File: src/rtl/dmem_sb_pkg.sv
// rtl/dmem_sb_pkg.sv - shared types and sizing for the data-memory store buffer
// Contents: default geometry, the {addr, data} entry type, and the
// pointer/count width helpers derived from DEPTH.
package dmem_sb_pkg;

   localparam int SB_DEPTH  = 4;
   localparam int SB_ADDR_W = 64;
   localparam int SB_DATA_W = 64;

   // Pointer indexes DEPTH entries; the count needs one more bit to hold DEPTH itself.
   function automatic int sb_ptr_w(input int depth);
      return $clog2(depth);
   endfunction

   function automatic int sb_cnt_w(input int depth);
      return $clog2(depth) + 1;
   endfunction

   localparam int SB_PTR_W = sb_ptr_w(SB_DEPTH);
   localparam int SB_CNT_W = sb_cnt_w(SB_DEPTH);

   typedef struct packed {
      logic [SB_ADDR_W-1:0] addr;
      logic [SB_DATA_W-1:0] data;
   } sb_entry_t;

endpackage

File: src/rtl/sb_youngest_match.sv
// rtl/sb_youngest_match.sv - picks the youngest matching store for load forwarding
// Ports:
//   match_i      per-entry address match, already qualified by entry validity
//   head_i       index of the oldest entry
//   push_match_i the store being accepted this cycle matches the load
//   hit_o        some store matches
//   push_sel_o   the winner is the same-cycle store (youngest of all)
//   idx_o        buffer index of the winner when push_sel_o is 0
module sb_youngest_match
   import dmem_sb_pkg::*;
#(
   parameter int DEPTH = SB_DEPTH
) (
   input  logic [DEPTH-1:0]         match_i,
   input  logic [$clog2(DEPTH)-1:0] head_i,
   input  logic                     push_match_i,
   output logic                     hit_o,
   output logic                     push_sel_o,
   output logic [$clog2(DEPTH)-1:0] idx_o
);

   localparam int PTR_W = sb_ptr_w(DEPTH);

   // Walk entries in age order starting at head; later hits are younger and
   // overwrite earlier ones. DEPTH is a power of two so the add wraps for free.
   always_comb begin
      logic [PTR_W-1:0] pos;
      pos        = '0;
      hit_o      = push_match_i;
      push_sel_o = push_match_i;
      idx_o      = '0;
      for (int i = 0; i < DEPTH; i++) begin
         pos = head_i + PTR_W'(i);
         if (match_i[pos] && !push_match_i) begin
            hit_o = 1'b1;
            idx_o = pos;
         end
      end
   end

endmodule

File: src/rtl/dmem_store_buffer.sv
// rtl/dmem_store_buffer.sv - in-order store buffer with load forwarding in front of data memory
// Ports:
//   clk, reset                        clock; asynchronous active-low reset
//   cpu_addressStore_i/writeData_i/   committed store from the core;
//   cpu_writeEn_i/cpu_storeStall_o    stall when the buffer is full
//   cpu_addressLoad_i/cpu_readEn_i/   load from the core; result one cycle later,
//   cpu_readData_o                    forwarded from the buffer when it matches
//   mem_addressLoad_o/mem_readEn_o/   load pass-through to memory
//   mem_readData_i
//   mem_addressStore_o/writeData_o/   head-of-buffer drain to memory
//   mem_writeEn_o/mem_writeReady_i
//   count_o, empty_o                  occupancy
module dmem_store_buffer
   import dmem_sb_pkg::*;
#(
   parameter int DEPTH  = SB_DEPTH,
   parameter int ADDR_W = SB_ADDR_W,
   parameter int DATA_W = SB_DATA_W
) (
   input  logic                       clk,
   input  logic                       reset,
   input  logic [ADDR_W-1:0]          cpu_addressStore_i,
   input  logic [DATA_W-1:0]          cpu_writeData_i,
   input  logic                       cpu_writeEn_i,
   output logic                       cpu_storeStall_o,
   input  logic [ADDR_W-1:0]          cpu_addressLoad_i,
   input  logic                       cpu_readEn_i,
   output logic [DATA_W-1:0]          cpu_readData_o,
   output logic [ADDR_W-1:0]          mem_addressLoad_o,
   output logic                       mem_readEn_o,
   input  logic [DATA_W-1:0]          mem_readData_i,
   output logic [ADDR_W-1:0]          mem_addressStore_o,
   output logic [DATA_W-1:0]          mem_writeData_o,
   output logic                       mem_writeEn_o,
   input  logic                       mem_writeReady_i,
   output logic [$clog2(DEPTH):0]     count_o,
   output logic                       empty_o
);

   localparam int PTR_W = sb_ptr_w(DEPTH);
   localparam int CNT_W = sb_cnt_w(DEPTH);

   sb_entry_t        entry_q [DEPTH];
   logic [DEPTH-1:0] valid_q;
   logic [PTR_W-1:0] head_q;
   logic [PTR_W-1:0] tail_q;
   logic [CNT_W-1:0] count_q;

   logic push;
   logic pop;

   // Stall comes from registered occupancy only, so a full buffer refuses a
   // store even when the head drains in the same cycle.
   assign cpu_storeStall_o = (count_q == CNT_W'(DEPTH));
   assign push             = cpu_writeEn_i && !cpu_storeStall_o;
   assign mem_writeEn_o    = (count_q != '0);
   assign pop              = mem_writeEn_o && mem_writeReady_i;

   assign mem_addressStore_o = entry_q[head_q].addr;
   assign mem_writeData_o    = entry_q[head_q].data;
   assign count_o            = count_q;
   assign empty_o            = (count_q == '0);

   assign mem_addressLoad_o = cpu_addressLoad_i;
   assign mem_readEn_o      = cpu_readEn_i;

   // Entry payload needs no reset: validity is tracked separately.
   always_ff @(posedge clk) begin
      if (push) begin
         entry_q[tail_q] <= '{addr: cpu_addressStore_i, data: cpu_writeData_i};
      end
   end

   always_ff @(posedge clk or negedge reset) begin
      if (!reset) begin
         valid_q <= '0;
         head_q  <= '0;
         tail_q  <= '0;
         count_q <= '0;
      end else begin
         // Clear before set: head and tail only coincide when full or empty,
         // and then only one of push/pop can fire.
         if (pop) begin
            valid_q[head_q] <= 1'b0;
            head_q          <= head_q + 1'b1;
         end
         if (push) begin
            valid_q[tail_q] <= 1'b1;
            tail_q          <= tail_q + 1'b1;
         end
         case ({push, pop})
            2'b10:   count_q <= count_q + 1'b1;
            2'b01:   count_q <= count_q - 1'b1;
            default: count_q <= count_q;
         endcase
      end
   end

   // Forwarding: compare against pre-pop state plus the store accepted now.
   logic [DEPTH-1:0] match;
   logic             push_match;
   logic             fwd_hit;
   logic             fwd_push_sel;
   logic [PTR_W-1:0] fwd_idx;

   always_comb begin
      match = '0;
      for (int i = 0; i < DEPTH; i++) begin
         match[i] = valid_q[i] && (entry_q[i].addr == cpu_addressLoad_i);
      end
   end

   assign push_match = push && (cpu_addressStore_i == cpu_addressLoad_i);

   sb_youngest_match #(.DEPTH(DEPTH)) u_match (
      .match_i      (match),
      .head_i       (head_q),
      .push_match_i (push_match),
      .hit_o        (fwd_hit),
      .push_sel_o   (fwd_push_sel),
      .idx_o        (fwd_idx)
   );

   logic              ld_pend_q;
   logic              hit_q;
   logic [DATA_W-1:0] fwd_q;
   logic [DATA_W-1:0] rd_hold_q;
   logic [DATA_W-1:0] rd_now;

   // Memory data only arrives in the cycle after the request, so the result
   // is muxed combinationally then and held in rd_hold_q afterwards.
   assign rd_now         = hit_q ? fwd_q : mem_readData_i;
   assign cpu_readData_o = ld_pend_q ? rd_now : rd_hold_q;

   always_ff @(posedge clk or negedge reset) begin
      if (!reset) begin
         ld_pend_q <= 1'b0;
         hit_q     <= 1'b0;
         fwd_q     <= '0;
         rd_hold_q <= '0;
      end else begin
         ld_pend_q <= cpu_readEn_i;
         if (cpu_readEn_i) begin
            hit_q <= fwd_hit;
            fwd_q <= fwd_push_sel ? cpu_writeData_i : entry_q[fwd_idx].data;
         end
         if (ld_pend_q) begin
            rd_hold_q <= rd_now;
         end
      end
   end

endmodule

File: config.mk
export PLATFORM = sky130hd
export DESIGN_NAME = dmem_store_buffer
export DESIGN_NICKNAME = d
export VERILOG_FILES = /design/src/rtl/dmem_sb_pkg.sv /design/src/rtl/sb_youngest_match.sv /design/src/rtl/dmem_store_buffer.sv
export SDC_FILE = /design/constraint.sdc
export NUM_CORES = 1
export LEC_CHECK = 0
export CAP_MARGIN = 0
export CORE_AREA = 3 3 343 345
export DETAILED_ROUTE_END_ITERATION = 10
export DIE_AREA = 0 0 346 348
export SYNTH_ARGS = -nofsm -noshare
export SYNTH_HDL_FRONTEND = slang
export SYNTH_SLANG_ARGS = --single-unit
File: constraint.sdc
create_clock -name clk -period 4.5 [get_ports clk]
set_input_delay 0.9 -clock clk [delete_from_list [all_inputs] [get_ports clk]]
set_output_delay 0.9 -clock clk [all_outputs]
set_load 0.02 [all_outputs]
==> impl_metrics.tcl <==
set metrics [dict create \
    post_synth_and_or_nand_nor_area_fraction 0.104 \
    detailed_place_hpwl_um 98300 \
    synthFlopType "edfxtp_1" \
    wl_per_cell_um 28.6 \
    synth_nets 2699 \
    port_buffers 523 \
    path_max_fanout 24 \
    fmax_mhz 226 \
    syn_area_um2 33200 \
    clk_pin_slew_ns 0.05 \
    powerDensity_nw_per_um2 532 \
    ys_seq_area_frac 0.569 \
    nets 3360 \
    hold_viol 0 \
    yosysMostFrequentCell "edfxtp_1" \
    max_cap_violations 0 \
    reg2reg_slack_ns 0.34 \
    grt_pass1_vias 24900 \
    synth_edf_count 512 \
    num-fill-cells 10800 \
    synth.mux.area_fraction 0.126 \
    regArea_um2 18900 \
    syn_avg_cell_area_um2 13.7 \
    drive_gt1_frac 0.191 \
    crit_end "fwd_q[28]" \
    synth_warnings 0 \
    finalClockSkew_ns 0.0306 \
    crit_required_ns 5.02 \
    ant_nets 0 \
    status "completed" \
    whs_ns 0.375 \
    grt_pass1_wl_um 188000 \
    antenna_found_initial 18 \
    drt_pass1_iterations 5 \
    synth_async_sr_flop_share 0.216 \
    hold_class "input pin to async pin" \
    ctsLongestPathBuffers 3 \
    cts_buffers 77 \
    ir_drop_mv 0.339 \
    via_count 24800 \
    multiInputGateArea_um2 13000 \
    rr_startpoint "entry_q[3][114]" \
    grt_usage 0.216 \
    drv_slew 0 \
    synth-compound-area-share 0.0830 \
    gp_congestion 0.986 \
    critPathLaunchType "input pin" \
    tritoncts "built" \
    routed_wl_um 134000 \
    yosysTopAreaCell "edfxtp_1" \
    synth_top_area_share 0.463 \
    grt_overflow 0 \
    dr.first_iter.drc_count 2496 \
    clkLatencyLatePin_ns 0.66 \
    grt_max_degree 91 \
    fp-row-count 124 \
    critical_path.startpoint "cpu_addressLoad_i[50]" \
    area_growth_pct 34.7 \
    leakage_nw 15.8 \
    cts_root_buf "clkbuf_16" \
    synthCells 2428 \
    arrival_ns 4.95 \
    via_per_inst 5.31 \
    start_util 0.290 \
    post-route-period-util 0.985 \
    die_area_um2 120000 \
    io_pins 524 \
    tightestPinTransition_ns 1.03 \
    synth_top_family_by_area "multiplexers" \
    synth.area.top_cells "edfxtp_1 46%, dfrtp_1 11%, mux4_2 8.7%" \
    min_period_ns 4.43 \
    critical_path_class "input pin to register" \
    slew_headroom 0.314 \
    htree_num_levels 3 \
    netlist-cell-type-count 60 \
    utilization 0.391 \
    core_um2 115000 \
    reg2reg_depth 11 \
    die_w_um 346 \
    drc 0 \
    synth_commonest_cells "512 x edfxtp_1, 164 x clkbuf_1, 159 x xnor2_1, 141 x dfrtp_1, 139 x nor2b_1" \
    ys_ff_latch 653 \
    synth-xor-area-share 0.0698 \
    die_y_um 348 \
    setup_violations 0 \
    critPathCaptureType "register" \
    cts_sinks 653 \
    timing.rr.end "fwd_q[28]" \
    synth_adder_area_share 0.00399 \
    grt_setup_unrepaired "false" \
]
-- state kept, by name, indices dropped and copies added, names as in the netlist --
name       cells
fwd_q         64
tail_q         2
hit_q          1
head_q         2
rd_hold_q     64
count_o        3
entry_q      512
ld_pend_q      1
valid_q        4
-- kinds of logic after synthesis --
logic type               count (synthesis)
AO/OA/AOI/OAI                          374
buffers and inverters                  306
multiplexers                           257
flip-flops                             653
AND/OR/NAND/NOR                        563
XOR/XNOR                               265
adder cells (fa/ha/maj)                 10
-- critical path, stage by stage --
cell             delay (ns)
clkdlybuf4s50_1        0.46
xor2_1                 0.25
or4_1                  0.62
or4_1                  0.63
nor4_2                 0.38
buf_4                  0.18
o2bb2a_2               0.24
a32o_4                 0.41
buf_12                 0.20
o31a_2                 0.36
o211ai_1               0.18
o211ai_1               0.11
-- worst min path at each step --
stage / start / to / slack (ns)
2_1_floorplan: valid_q[2] / valid_q[2] / 0.46
3_3_place_gp: count_o[2] / count_o[2] / 0.50
3_5_place_dp: count_o[2] / count_o[2] / 0.51
4_1_cts: reset / rd_hold_q[4] / 0.39
5_1_grt: reset / rd_hold_q[19] / 0.43
6_report: reset / rd_hold_q[19] / 0.38
-- metal layers --
| layer | track usage | part of all wire | vias up |
|---|---|---|---|
| li1 | - | - | 10700 |
| met1 | 0.287 | 0.42 | 12600 |
| met2 | 0.343 | 0.46 | 1254 |
| met3 | 0.0569 | 0.087 | 232 |
| met4 | 0.0724 | 0.035 | 14 |
| met5 | 0 | 0.00061 | - |
-- through the flow --
| step | cell area, um^2 | power (mW) | std cells | setup WS (ns) | setup TNS [ns] |
|---|---|---|---|---|---|
| 4_1_cts | 44700 | 24.0 | 4664 | 0.0755 | 0 |
| 6_report | 44800 | 23.8 | 4673 | 0.0660 | 0 |
| 3_3_place_gp | 42300 | 17.7 | 4522 | -0.829 | -48.00 |
| 5_1_grt | 44700 | 24.7 | 4668 | 0.0579 | 0 |
| 3_5_place_dp | 42300 | 17.7 | 4522 | -0.781 | -45.59 |
| 2_1_floorplan | 33200 | 13.0 | 2428 | 0.642 | 0 |
-- cells in the final DEF (no fill, tap or decap), types with 64 or more instances in the layout --
master and n:
a21oi_1 64, a31oi_1 65, and4_1 66, buf_4 279, clkbuf_16 78, clkdlybuf4s50_1 521
dfrtp_1 137, edfxtp_1 512, mux2i_1 129, mux4_2 128, nand4_1 71, nor2_1 79
nor2b_1 138, o211ai_1 118, xnor2_1 159, xor2_1 106
-- power breakdown --
part	internal, mW	switching (mW)	leakage (nW)
sequential	7.80	0.734	6.34
combinational	4.07	5.02	8.29
clock	3.62	2.56	1.20
-- cell type report --
cell class                 instances  share of cell area
inverter                          36             0.00302
clock inverter                    33             0.00786
tap                             1512              0.0423
timing repair buffer             852               0.186
multi-input combinational       1469               0.290
sequential                       653               0.423
antenna                            9            0.000503
clock buffer                     109              0.0471
-- timing repair --
action	4_1_cts	5_1_grt
endpoints found under the setup margin	45	4
gates cloned	0	0
hold buffers	0	0
buffers inserted	0	0
resized for setup	1	1
pin swaps	0	0
No activity file was read; power rests on OpenSTA's default activity.
